$ cat config.mk
export PLATFORM = sky130hd
export DESIGN_NAME = bullet_renderer_flat
export DESIGN_NICKNAME = d
export VERILOG_FILES = /design/src/rtl/bullet_pkg.sv /design/src/rtl/bullet_renderer_if.sv /design/src/rtl/rect_scanner.sv /design/src/rtl/bullet_renderer.sv /design/src/flat_wrapper.sv
export SDC_FILE = /design/constraint.sdc
export NUM_CORES = 1
export LEC_CHECK = 0
export ABC_AREA = 0
export BUFFER_PORTS_ARGS = -buffer_cell sky130_fd_sc_hd__buf_2
export CORE_ASPECT_RATIO = 0.75
export CORE_MARGIN = 1
export CORE_UTILIZATION = 62
export DETAILED_ROUTE_END_ITERATION = 12
export PLACE_DENSITY = 0.86
export SETUP_SLACK_MARGIN = 0.1
export SLEW_MARGIN = 25
export SYNTH_ARGS = -nofsm -noshare
export SYNTH_HDL_FRONTEND = slang
export SYNTH_SLANG_ARGS = --single-unit
export TNS_END_PERCENT = 50
$ cat constraint.sdc
create_clock -name CLOCK_50 -period 7.7 [get_ports CLOCK_50]
set_clock_uncertainty 0.15 [all_clocks]
set_input_delay 1.155 -clock CLOCK_50 [delete_from_list [all_inputs] [get_ports CLOCK_50]]
set_output_delay 1.155 -clock CLOCK_50 [all_outputs]
set_load 0.02 [all_outputs]
$ cat src/rtl/bullet_pkg.sv
// bullet_pkg: shared screen geometry, colour constants and the renderer FSM encoding.
package bullet_pkg;

    localparam int SCREEN_WIDTH  = 160;
    localparam int SCREEN_HEIGHT = 120;

    localparam logic [2:0] COLOUR_BLACK = 3'b000;
    localparam logic [2:0] COLOUR_BONE  = 3'b011;

    typedef enum logic [1:0] {
        ST_IDLE  = 2'd0,
        ST_ERASE = 2'd1,
        ST_DRAW  = 2'd2,
        ST_CHECK = 2'd3
    } state_t;

endpackage

$ cat src/rtl/bullet_renderer_if.sv
// bullet_renderer_if: VGA-adapter pixel write port (one pixel per cycle when vga_plot=1).
interface bullet_renderer_if;

    logic [7:0] vga_x;
    logic [6:0] vga_y;
    logic [2:0] vga_colour;
    logic       vga_plot;

    modport master (output vga_x, output vga_y, output vga_colour, output vga_plot);
    modport slave  (input  vga_x, input  vga_y, input  vga_colour, input  vga_plot);

endinterface

$ cat src/rtl/rect_scanner.sv
// rect_scanner: walks a BOX_W x BOX_H box row-major, one pixel per cycle.
// The origin is latched on start; pixel coordinates and the plot strobe are
// flop outputs so they can drive the VGA port directly. Coordinates are kept
// at 9/8 bits internally so the optional screen clip sees un-wrapped values.
module rect_scanner #(
    parameter int BOX_W = 4,
    parameter int BOX_H = 8,
    parameter int LIM_X = 160,
    parameter int LIM_Y = 120,
    parameter bit CLIP  = 1'b0
) (
    input  logic       clk,
    input  logic       rst_n,
    input  logic       start,
    input  logic [7:0] org_x,
    input  logic [6:0] org_y,
    output logic [7:0] pix_x,
    output logic [6:0] pix_y,
    output logic       pix_valid,
    output logic       done
);

    localparam int CW = (BOX_W > 1) ? $clog2(BOX_W) : 1;
    localparam int RW = (BOX_H > 1) ? $clog2(BOX_H) : 1;
    localparam logic [CW-1:0] COL_LAST = CW'(BOX_W - 1);
    localparam logic [RW-1:0] ROW_LAST = RW'(BOX_H - 1);
    localparam logic [8:0]    LX       = 9'(LIM_X);
    localparam logic [7:0]    LY       = 8'(LIM_Y);

    logic [8:0]    px, nx;
    logic [7:0]    py, ny;
    logic [7:0]    ox;
    logic [CW-1:0] col, ncol;
    logic [RW-1:0] row, nrow;
    logic          run, nrun;
    logic          plot, nplot;

    assign done      = run && (col == COL_LAST) && (row == ROW_LAST);
    assign pix_x     = px[7:0];
    assign pix_y     = py[6:0];
    assign pix_valid = plot;

    // next pixel: restart on start, else advance along the row and wrap to the next
    always_comb begin
        nx   = px;
        ny   = py;
        ncol = col;
        nrow = row;
        nrun = run;
        if (start) begin
            nx   = {1'b0, org_x};
            ny   = {1'b0, org_y};
            ncol = '0;
            nrow = '0;
            nrun = 1'b1;
        end else if (run) begin
            if (done) begin
                nrun = 1'b0;
            end else if (col == COL_LAST) begin
                ncol = '0;
                nrow = row + RW'(1);
                nx   = {1'b0, ox};
                ny   = py + 8'd1;
            end else begin
                ncol = col + CW'(1);
                nx   = px + 9'd1;
            end
        end
        // off-screen pixels still take their cycle but are not written when clipping
        nplot = nrun && (!CLIP || ((nx < LX) && (ny < LY)));
    end

    // walk registers, cleared asynchronously so a reset mid-scan stops plotting at once
    always_ff @(posedge clk or negedge rst_n) begin
        if (!rst_n) begin
            px   <= '0;
            py   <= '0;
            ox   <= '0;
            col  <= '0;
            row  <= '0;
            run  <= 1'b0;
            plot <= 1'b0;
        end else begin
            px   <= nx;
            py   <= ny;
            col  <= ncol;
            row  <= nrow;
            run  <= nrun;
            plot <= nplot;
            if (start) ox <= org_x;
        end
    end

endmodule

$ cat src/rtl/bullet_renderer.sv
// bullet_renderer: redraws a bullet sprite whenever its position/active state
// changes: erase the old box in black, draw the new one, then test it against
// the player hitbox and raise a sticky collision flag.
// Optional build macro BULLET_RENDERER_CLIP_EN suppresses plots outside the screen.
module bullet_renderer
    import bullet_pkg::*;
#(
    parameter int SCREEN_WIDTH  = bullet_pkg::SCREEN_WIDTH,
    parameter int SCREEN_HEIGHT = bullet_pkg::SCREEN_HEIGHT,
    parameter int BULLET_W      = 4,
    parameter int BULLET_H      = 8,
    parameter int PLAYER_W      = 8,
    parameter int PLAYER_H      = 8
) (
    input  logic                CLOCK_50,
    input  logic                resetn,
    input  logic [7:0]          bullet_x,
    input  logic [6:0]          bullet_y,
    input  logic                bullet_active,
    input  logic [2:0]          bullet_color,
    input  logic [7:0]          player_x,
    input  logic [6:0]          player_y,
    input  logic                clear_collision,
    bullet_renderer_if.master   vga,
    output logic                busy,
    output logic                player_collision
);

`ifdef BULLET_RENDERER_CLIP_EN
    localparam bit CLIP = 1'b1;
`else
    localparam bit CLIP = 1'b0;
`endif

    state_t     state;
    logic [7:0] snap_x;
    logic [6:0] snap_y;
    logic       snap_act;
    logic [2:0] snap_col;
    logic       drawn;
    logic [2:0] colour;

    logic       chg, hit;
    logic       scan_start, scan_done, scan_valid;
    logic [7:0] org_x, scan_x;
    logic [6:0] org_y, scan_y;

    assign chg = {bullet_x, bullet_y, bullet_active} != {snap_x, snap_y, snap_act};

    // overlap test widened to 9 bits so x+width / y+height never wrap
    logic [8:0] bx9, by9, px9, py9;
    assign bx9 = {1'b0, snap_x};
    assign by9 = {2'b00, snap_y};
    assign px9 = {1'b0, player_x};
    assign py9 = {2'b00, player_y};
    assign hit = snap_act
              && (bx9 < px9 + 9'(PLAYER_W)) && (px9 < bx9 + 9'(BULLET_W))
              && (by9 < py9 + 9'(PLAYER_H)) && (py9 < by9 + 9'(BULLET_H));

    // scanner kick-off: erase starts at the old snapshot, draw at the new one
    always_comb begin
        scan_start = 1'b0;
        org_x      = snap_x;
        org_y      = snap_y;
        case (state)
            ST_IDLE: begin
                if (chg && (drawn || bullet_active)) begin
                    scan_start = 1'b1;
                    if (!drawn) begin
                        org_x = bullet_x;
                        org_y = bullet_y;
                    end
                end
            end
            ST_ERASE: scan_start = scan_done && snap_act;
            default:  scan_start = 1'b0;
        endcase
    end

    rect_scanner #(
        .BOX_W (BULLET_W),
        .BOX_H (BULLET_H),
        .LIM_X (SCREEN_WIDTH),
        .LIM_Y (SCREEN_HEIGHT),
        .CLIP  (CLIP)
    ) u_scan (
        .clk       (CLOCK_50),
        .rst_n     (resetn),
        .start     (scan_start),
        .org_x     (org_x),
        .org_y     (org_y),
        .pix_x     (scan_x),
        .pix_y     (scan_y),
        .pix_valid (scan_valid),
        .done      (scan_done)
    );

    assign vga.vga_x      = scan_x;
    assign vga.vga_y      = scan_y;
    assign vga.vga_plot   = scan_valid;
    assign vga.vga_colour = colour;

    // sequencing FSM: snapshot capture, erase/draw ordering, collision flag
    always_ff @(posedge CLOCK_50 or negedge resetn) begin
        if (!resetn) begin
            state            <= ST_IDLE;
            snap_x           <= '0;
            snap_y           <= '0;
            snap_act         <= 1'b0;
            snap_col         <= '0;
            drawn            <= 1'b0;
            colour           <= COLOUR_BLACK;
            busy             <= 1'b0;
            player_collision <= 1'b0;
        end else begin
            if (clear_collision) player_collision <= 1'b0;
            case (state)
                ST_IDLE: begin
                    if (chg) begin
                        snap_x   <= bullet_x;
                        snap_y   <= bullet_y;
                        snap_act <= bullet_active;
                        snap_col <= bullet_color;
                        drawn    <= bullet_active;
                        busy     <= 1'b1;
                        if (drawn) begin
                            state  <= ST_ERASE;
                            colour <= COLOUR_BLACK;
                        end else if (bullet_active) begin
                            state  <= ST_DRAW;
                            colour <= bullet_color;
                        end else begin
                            state  <= ST_CHECK;
                            colour <= COLOUR_BLACK;
                        end
                    end
                end
                ST_ERASE: begin
                    if (scan_done) begin
                        if (snap_act) begin
                            state  <= ST_DRAW;
                            colour <= snap_col;
                        end else begin
                            state  <= ST_CHECK;
                            colour <= COLOUR_BLACK;
                        end
                    end
                end
                ST_DRAW: begin
                    if (scan_done) begin
                        state  <= ST_CHECK;
                        colour <= COLOUR_BLACK;
                    end
                end
                ST_CHECK: begin
                    // a hit in the same cycle as a clear leaves the flag set
                    if (hit) player_collision <= 1'b1;
                    state <= ST_IDLE;
                    busy  <= 1'b0;
                end
                default: begin
                    state <= ST_IDLE;
                    busy  <= 1'b0;
                end
            endcase
        end
    end

endmodule

$ cat src/flat_wrapper.sv
// flat-port wrapper written by rule: the top's interface ports become plain ports
module bullet_renderer_flat import bullet_pkg::*;
#(
    parameter int SCREEN_WIDTH  = bullet_pkg::SCREEN_WIDTH,
    parameter int SCREEN_HEIGHT = bullet_pkg::SCREEN_HEIGHT,
    parameter int BULLET_W      = 4,
    parameter int BULLET_H      = 8,
    parameter int PLAYER_W      = 8,
    parameter int PLAYER_H      = 8
)
  (CLOCK_50, resetn, bullet_x, bullet_y, bullet_active, bullet_color, player_x, player_y, clear_collision, busy, player_collision, vga_vga_x, vga_vga_y, vga_vga_colour, vga_vga_plot);
  bullet_renderer_if vga_i ();
  input  logic CLOCK_50;
  input  logic resetn;
  input  logic [7:0] bullet_x;
  input  logic [6:0] bullet_y;
  input  logic bullet_active;
  input  logic [2:0] bullet_color;
  input  logic [7:0] player_x;
  input  logic [6:0] player_y;
  input  logic clear_collision;
  output logic busy;
  output logic player_collision;
  output wire logic [$bits(vga_i.vga_x)-1:0] vga_vga_x;
  output wire logic [$bits(vga_i.vga_y)-1:0] vga_vga_y;
  output wire logic [$bits(vga_i.vga_colour)-1:0] vga_vga_colour;
  output wire logic [$bits(vga_i.vga_plot)-1:0] vga_vga_plot;
  assign vga_vga_x = vga_i.vga_x;
  assign vga_vga_y = vga_i.vga_y;
  assign vga_vga_colour = vga_i.vga_colour;
  assign vga_vga_plot = vga_i.vga_plot;
  bullet_renderer #(.SCREEN_WIDTH(SCREEN_WIDTH), .SCREEN_HEIGHT(SCREEN_HEIGHT), .BULLET_W(BULLET_W), .BULLET_H(BULLET_H), .PLAYER_W(PLAYER_W), .PLAYER_H(PLAYER_H)) u_core (.CLOCK_50(CLOCK_50), .resetn(resetn), .bullet_x(bullet_x), .bullet_y(bullet_y), .bullet_active(bullet_active), .bullet_color(bullet_color), .player_x(player_x), .player_y(player_y), .clear_collision(clear_collision), .vga(vga_i), .busy(busy), .player_collision(player_collision));
endmodule
==> metrics.txt, run 1 <==
port buffer count 57; share of layout cells above drive strength 1 0.225; hold path start u_core.u_scan.ox[7]; diode count 0; Placer Congestion 0.864; cells along the critical path buf_2 > inv_1 > ha_1 > or4_4 > nor4_4 > o21a_1 > nand2b_1 > o22a_1; initial antenna violation count 0; cell area after synthesis between 3000 and 4000 um^2; die footprint between 6000 and 7000 um^2; Die Width roughly 93 um; via count 3134; dominant synthesized flop cell dfrtp_1; Slew HR 0.325; die height between 60 and 70 um; TNS Setup 0 ns; cell family with most CP delay simple AND/OR/NAND/NOR gates; first-pass GRT wire length about 15000 um; routing usage on met2 0.485; reg2reg start u_core.snap_act; Worst Setup Path Type input port to flip-flop; initial core utilization 0.650; Slowest Stage Delay on Critical Path 0.62 ns; minimum clock period ~3.8 ns; global routing usage on met1 0.416; largest net degree at the start of global routing between 50 and 60; CP Launch Type input port; Reg clk slew, reported paths 0.11 ns; endpoints failing hold 0; Post-layout nets 508; Peak supply drop 0.000290 V; fillers 431; Clock Path Buffers 2; Syn Nets 454; GR Util met3 0.0425; Final Hold Slack 0.338 ns; CTS Root Cell clkbuf_8; max-cap viol count 0; # IOs 58; reg2reg end u_core.u_scan.px[4]; area occupied by multi-input gates 2310 um^2; worst hold endpoint u_core.u_scan.ox[7]; count of hold-fix buffers inserted at cts 0; Tot GR Track Use 0.297; hold crit path type flip-flop to flip-flop; Routed Antenna Nets 0; DR WL/cell about 17 um; Skew-Pair Late Insertion Delay 0.32 ns; CP Max Fanout 16; grt total ovfl 0; critical path's slowest cell o21a_1; drt first pass iters 4; clk sinks 55; ys async rst share 1.00; TritonCTS Buffers 5; H-tree depth 2; number of global-route vias before repair 3116; via/cell ratio 6.16; Buf+Inv Stages, Crit Path 2; worst slew pin tran 1.01 ns; synthesis-stage register bit count 55; Worst Hold Path Cells 1; Cells after Synth between 300 and 400; Starting DRT DRC Count 148; Netlist cell types between 40 and 50; post-CTS sizing 0; reg-to-reg slack, setup 4.15 ns; EDFF count, synth 0; Core Rows 24; status completed; mean post-synth cell area 10.1 um^2; GRT busiest layer met2; part of the cycle the worst path needs 0.499; Final Slew Violations 0; total wire length 8850 um; Power Dens Cells 420 nW/um^2; RSZ-0062 raised after global routing false; FF+latch area 1380 um^2; worst endpoint required time 7.77 ns; Post-CTS Setup Bufs 0; Max Freq 260 MHz; Setup crit end kind flip-flop; final setup fails 0; static leakage 2.08 nW; data arrival time of the worst path 3.91 ns; core box area 5860 um^2; synthesis-to-finish area growth 12.2%; R2R depth 7; Yosys warnings 0; DRC 0; HPWL after DPL 6620 um; register area share after synthesis 0.361; CTS tree done
## where the power goes
group	switching (W)	internal, W	total, W
registers	0.000179	0.000435	0.000614
logic	0.000511	0.000468	0.000979
clock network	0.000102	0.0000981	0.000200
## layout by cell type (no fill, tap or decap), types with 4 or more instances in the layout
| master | synthesis | layout |
|---|---|---|
| mux2i_1 | 10 | 10 |
| ha_1 | 41 | 41 |
| and3_1 | 4 | 4 |
| dfrtp_1 | 55 | 55 |
| clkbuf_8 | 0 | 5 |
| nand3_1 | 15 | 15 |
| buf_2 | 6 | 57 |
| o22a_1 | 8 | 8 |
| a21o_1 | 16 | 16 |
| a22o_1 | 12 | 12 |
| xnor2_1 | 21 | 21 |
| a21oi_1 | 19 | 19 |
| nor2_1 | 18 | 18 |
| nand4_1 | 7 | 7 |
| nand2b_1 | 8 | 8 |
| nand2_1 | 17 | 17 |
| xor2_1 | 11 | 11 |
| inv_1 | 18 | 18 |
| mux2_2 | 24 | 24 |
| o21ai_0 | 11 | 11 |
| o22ai_1 | 5 | 5 |
## sequential cells by signal, summed over array words and instances, names as in the netlist
register                 flops
u_core.busy                  1
u_core.player_collision      1
u_core.snap_act              1
u_core.snap_col              3
u_core.snap_x                8
u_core.snap_y                7
u_core.state                 2
u_core.u_scan.col            2
u_core.u_scan.ox             8
u_core.u_scan.pix_valid      1
u_core.u_scan.px             8
u_core.u_scan.py             7
u_core.u_scan.row            3
u_core.vga.vga_colour        3
## synthesized netlist by cell type (2+ instances only)
master	count	area (um^2)
nor3_1	3	15.0
nor2b_1	3	18.8
xor2_1	11	96.3
inv_1	18	67.6
nand4_1	7	43.8
o22a_1	8	70.1
or3_1	2	12.5
dfrtp_1	55	1380
o21a_1	2	15.0
o22ai_1	5	31.3
a22o_1	12	105
o31ai_1	3	22.5
and3_1	4	25.0
a21oi_1	19	95.1
and2_0	2	12.5
xnor2_1	21	184
mux2_2	24	270
nor2_1	18	67.6
buf_2	6	30.0
o21ai_0	11	55.1
a31oi_1	3	18.8
mux2i_1	10	100
ha_1	41	513
clkbuf_1	6	22.5
nand3_1	15	75.1
nand2b_1	8	50.1
o2bb2ai_1	2	17.5
a21o_1	16	120
a211oi_1	3	22.5
nand2_1	17	63.8
a2111oi_0	3	26.3
and2_1	2	12.5
## metal layers
metal / share of wire / vias up
met3: 0.044 / 11
met1: 0.47 / 1548
li1: - / 1492
met4: 0.011 / 0
met2: 0.47 / 83
met5: 0 / -
## worst max path at each step
stage / endpoint / cells past startpoint / startpoint
after floorplan: u_core.snap_col[0] / 7 / bullet_active
after global placement: u_core.u_scan.px[6] / 8 / bullet_active
after detailed placement: u_core.snap_x[3] / 7 / bullet_active
after CTS: u_core.u_scan.px[4] / 8 / bullet_active
after global routing: u_core.u_scan.px[0] / 8 / bullet_active
final: u_core.u_scan.px[4] / 8 / bullet_active
## final cells by class
class | count | area share
multi-input cells | 290 | 0.540
flip-flops and latches | 55 | 0.322
repair buffers | 60 | 0.0720
well taps | 78 | 0.0228
clock buffers | 5 | 0.0161
inverters | 18 | 0.0158
clock inverters | 3 | 0.0108
## logic make-up after synthesis
logic type,after synthesis,synth area share
multiplexers,34,0.0972
AND/OR/NAND/NOR,87,0.121
XOR/XNOR,32,0.0736
flip-flops,55,0.361
adder cells (fa/ha/maj),41,0.135
buffers and inverters,31,0.0325
AO/OA/AOI/OAI,96,0.179
## worst reg2reg max path, stage by stage (launching register included)
cell,delay [ns]
dfrtp_1,0.55
inv_1,0.16
ha_1,0.32
or4_4,0.55
nor4_4,0.42
o21a_1,0.62
nand2b_1,0.39
o22a_1,0.30
## through the flow
stage          total power, W  setup slack, ns  cell area, um^2  utilization  instances
6_report              0.00179             3.86             4270        0.730        509
5_1_grt               0.00195             3.71             4270        0.730        509
4_1_cts               0.00179             3.90             4270        0.730        509
3_5_place_dp          0.00158             3.56             4160        0.710        501
3_3_place_gp          0.00152             3.65             4160        0.710        501
2_1_floorplan         0.00132             4.36             3810            -        376
(Power assumes the default switching activity.)
==> run 2: changes to the inputs <==
Settings changed: CORE_UTILIZATION 62 to 58, PLACE_DENSITY 0.86 to 0.81.
Clock period 7.7 ns to 3.85 ns, I/O delays scaled along.
==> run 2 against run 1 <==
Against the previous run:
- worst setup slack lost 3.2 ns
- final area grew 0.59%
- via count grew 0.67%
- sequential power grew 100%
- clock power grew 98%
- register-to-register slack lost 3.4 ns
- global-route usage shrank 2.1 points
- sequential cell count is the same
- sequential share of layout area shrank 0.19 points
- critical endpoint is now u_core.snap_y[3]
- core utilization shrank 5.0 points
- highest routed layer unchanged
==> metrics.txt, run 2 (synthesis results as in run 1) <==
static leakage 2.09 nW; max-cap viol count 0; HPWL after DPL 6810 um; R2R depth 7; diode count 0; Skew-Pair Late Insertion Delay approximately 0.31 ns; Setup crit end kind flip-flop; Post-layout nets 510; Worst Setup Path Type flip-flop to flip-flop; Slew HR 0.403; Clock Path Buffers 2; TritonCTS Buffers 5; Top Registers u_core.snap_x (8), u_core.u_scan.ox (8), u_core.u_scan.px (8); endpoints failing hold 0; share of layout cells above drive strength 1 0.231; post-CTS sizing 0; DR WL/cell 17.4 um; commonest non-fill, non-tap cell in the layout buf_2; Max Freq 318 MHz; TNS Setup 0 ns; part of the cycle the worst path needs 0.816; Tot GR Track Use 0.275; number of global-route vias before repair 2993; Core Rows 25; final setup margin about 0.7 ns; most frequent cells in the layout buf_2, dfrtp_1, ha_1, mux2_2, xnor2_1; Place WS 0.716 ns; grt total ovfl 0; minimum clock period 3.14 ns; clk sinks 55; via count 3155; status completed; fillers approximately 520; count of hold-fix buffers inserted at cts 0; CP Launch Type flip-flop; drt first pass iters 4; initial antenna violation count 0; initial core utilization 0.603; H-tree depth 2; total power draw 0.00358 W; Power Dens Cells 834 nW/um^2; largest net degree at the start of global routing 38; worst endpoint required time 3.90 ns; RSZ-0062 raised after global routing false; worst slew pin tran just under 0.9 ns; final setup fails 0; Post-CTS Setup Bufs 0; die height 72.2 um; synthesis-to-finish area growth 12.8%; Starting DRT DRC Count 190; # IOs 58; Final Slew Violations 0; Peak supply drop 0.000510 V; Die Width 95.6 um; total wire length 8950 um; Placer Congestion just over 0.9; CP Max Fanout 20; Routed Antenna Nets 0; hold crit path type input port to async pin; first-pass GRT wire length 14600 um; data arrival time of the worst path between 3 and 4 ns; Reg clk slew, reported paths 0.10 ns; via/cell ratio about 6; core box area 6320 um^2; port buffer count 57; CTS tree done; CTS Root Cell clkbuf_8; DRC 0; die footprint roughly 7000 um^2
## run 2: final cells by class
cell class | count | area, um^2 | share of cell area
Clock buffer | 5 | 68.8 | 0.0160
Clock inverter | 3 | 47.5 | 0.0111
Inverter | 18 | 67.6 | 0.0157
Multi-Input combinational cell | 290 | 2310 | 0.538
Sequential cell | 55 | 1380 | 0.320
Tap cell | 81 | 101 | 0.0236
Timing Repair Buffer | 62 | 323 | 0.0751
## run 2: report_power, final
| group | total [W] | internal [W] | switching, W |
|---|---|---|---|
| logic | 0.00196 | 0.000941 | 0.00101 |
| clock network | 0.000396 | 0.000198 | 0.000198 |
| registers | 0.00123 | 0.000870 | 0.000363 |
## run 2: final timing paths
path	startpoint	to	slack (ns)
worst min register to register	u_core.u_scan.ox[7]	u_core.u_scan.ox[7]	0.34
worst max-delay path	u_core.snap_act	u_core.snap_y[3]	0.71
worst min-delay path	resetn	u_core.snap_x[2]	0.21
worst max register to register	u_core.snap_act	u_core.snap_y[3]	0.71
max in group asynchronous	resetn	u_core.snap_col[1]	2.55
min in group CLOCK_50	u_core.u_scan.ox[7]	u_core.u_scan.ox[7]	0.34
## run 2: critical path: stages (launching register included)
cell      delay [ns]
dfrtp_1         0.56
inv_1           0.17
ha_1            0.32
or4_4           0.55
nor4_4          0.45
nand2b_1        0.18
buf_4           0.28
mux2_2          0.38
## run 2: stage by stage
step | std cells | utilization | area (um^2) | hold WS, ns
after floorplan | 376 | - | 3810 | 0.132
after global placement | 506 | 0.661 | 4180 | 0.314
after detailed placement | 506 | 0.662 | 4180 | 0.317
after CTS | 514 | 0.680 | 4300 | 0.240
after global routing | 514 | 0.680 | 4300 | 0.274
final | 514 | 0.680 | 4300 | 0.206
## run 2: per-layer routing
metal,global-route usage,wire length (um),vias up,share of wire
li1,-,-,1495,-
met1,0.405,4160,1554,0.46
met2,0.433,4220,94,0.47
met3,0.0440,500,12,0.056
met4,0.0580,72,0,0.0080
met5,0,0,-,0
==> run 3: changes to the inputs <==
Clock period 3.85 ns to 3 ns, I/O delays scaled along.
==> run 3 against run 2 <==
Against the previous run:
- via count rose by 0.32%
- worst hold slack got worse by 0.098 ns
- final area rose by 1.6%
- total power rose by 30%
- first-iteration DRC count rose by 1.6%
- combinational power rose by 34%
- register-to-register slack got worse by 0.50 ns
- critical path depth rose by 1
- wire length fell by 2.8%
- core utilization rose by 1.1 points
- critical path type unchanged
- largest cell class unchanged
==> metrics.txt, run 3 (synthesis results as in run 1) <==
switching pwr around 0.002 W; share of layout cells above drive strength 1 0.241; FF+latch area 1380 um^2; grt total ovfl 0; HPWL after DPL 6710 um; minimum clock period 2.79 ns; status completed; final setup fails 0; Placer Congestion around 0.87; DRC 0; critical path depth 8; CP Max Fanout 9; max-cap viol count 0; Tot GR Track Use 0.268; Die Width 95.6 um; Clock Path Buffers 2; drt first pass iters 5; endpoints failing hold 0; initial antenna violation count 0; H-tree depth 2; CP Launch Type flip-flop; via/cell ratio 6.09; Post-CTS Setup Bufs 0; final instance area 4370 um^2; hold crit path type input port to async pin; count of hold-fix buffers inserted at cts 0; Gate power share 0.564; synthesis-to-finish area growth 14.6%; die height a little over 70 um; largest net degree at the start of global routing 56; Final Slew Violations 0; TNS Setup 0 ns; Top Registers u_core.snap_x (8), u_core.u_scan.ox (8), u_core.u_scan.px (8); core box area 6320 um^2; die footprint 6900 um^2; via count between 3000 and 4000; fillers about 480; Post-layout nets just over 500; Slew HR 0.424; RSZ-0062 raised after global routing true; Starting DRT DRC Count 193; total wire length slightly below 9000 um; Peak supply drop 0.000533 V; area occupied by multi-input gates roughly 2300 um^2; sequential share of power 0.331; non-filler cells, final 520; area of placed instances 4250 um^2; Reg clk slew, reported paths 0.10 ns; worst slew pin tran 0.859 ns; reg-to-reg slack, setup between 0.2 and 0.25 ns; cells along the critical path inv_1 > ha_1 > or4_4 > nor4_4 > buf_4 > o21a_1 > nand2b_1 > o22a_1; switching share of power 0.433; data arrival time of the worst path roughly 2.8 ns; # IOs between 50 and 60; critical path's slowest cell or4_4; Max Freq 359 MHz; Setup crit end kind flip-flop; Int Pwr 0.00264 W; Clock power frac 0.105; number of global-route vias before repair 2985; CTS tree done; Buf+Inv Stages, Crit Path 2; first-pass GRT wire length 14100 um; diode count 0; Routed Antenna Nets 0; DR WL/cell 16.7 um; post-CTS sizing 0; Final Core Density 0.691; Core Rows 25; Worst Setup Path Type flip-flop to flip-flop; TritonCTS Buffers 5; Skew-Pair Late Insertion Delay 0.30 ns; Slowest Stage Delay on Critical Path 0.55 ns; worst endpoint required time 3.04 ns; initial core utilization 0.603; most frequent cells in the layout buf_2, dfrtp_1, ha_1, mux2_2, xnor2_1; part of the cycle the worst path needs 0.929; CTS Root Cell clkbuf_8; Power Dens Cells 1070 nW/um^2; R2R depth 8; cell family with most CP delay simple AND/OR/NAND/NOR gates; dpl cells 512; port buffer count 57; total power draw 0.00465 W; commonest non-fill, non-tap cell in the layout buf_2; static leakage between 2 and 2.5 nW; clk sinks 55
-- run 3: final timing paths --
path,from,endpoint
max,u_core.snap_act,u_core.u_scan.px[4]
min,resetn,u_core.snap_x[1]
max reg2reg,u_core.snap_act,u_core.u_scan.px[4]
min reg2reg,u_core.u_scan.ox[7],u_core.u_scan.ox[7]
max in group asynchronous,resetn,u_core.snap_act
min in group CLOCK_50,bullet_color[0],u_core.snap_col[0]
-- run 3: per-layer routing --
metal | global-route usage | wire, um | vias to the layer above
li1 | - | - | 1514
met1 | 0.385 | 4100 | 1547
met2 | 0.430 | 4000 | 96
met3 | 0.0514 | 516 | 8
met4 | 0.0448 | 86 | 0
met5 | 0 | 0 | -
-- run 3: power groups by stage --
stage | logic, W | clock network (W) | registers [W]
2_1_floorplan | 0.00182 | 0 | 0.00157
3_3_place_gp | 0.00252 | 0 | 0.00152
3_5_place_dp | 0.00261 | 0 | 0.00154
4_1_cts | 0.00263 | 0.000491 | 0.00153
5_1_grt | 0.00292 | 0.000526 | 0.00159
6_report | 0.00262 | 0.000488 | 0.00154
-- run 3: layout make-up --
type / count / area share
clock inverters: 2 / 0.00860
clock buffers: 5 / 0.0158
flip-flops and latches: 55 / 0.315
multi-input cells: 290 / 0.530
inverters: 18 / 0.0155
repair buffers: 69 / 0.0917
well taps: 81 / 0.0232
-- run 3: through the flow --
step	hold WS (ns)	setup slack, ns
6_report	0.108	0.214
5_1_grt	0.166	0.0795
4_1_cts	0.142	0.246
3_5_place_dp	0.316	0.0911
3_3_place_gp	0.313	0.112
2_1_floorplan	0.00441	0.158
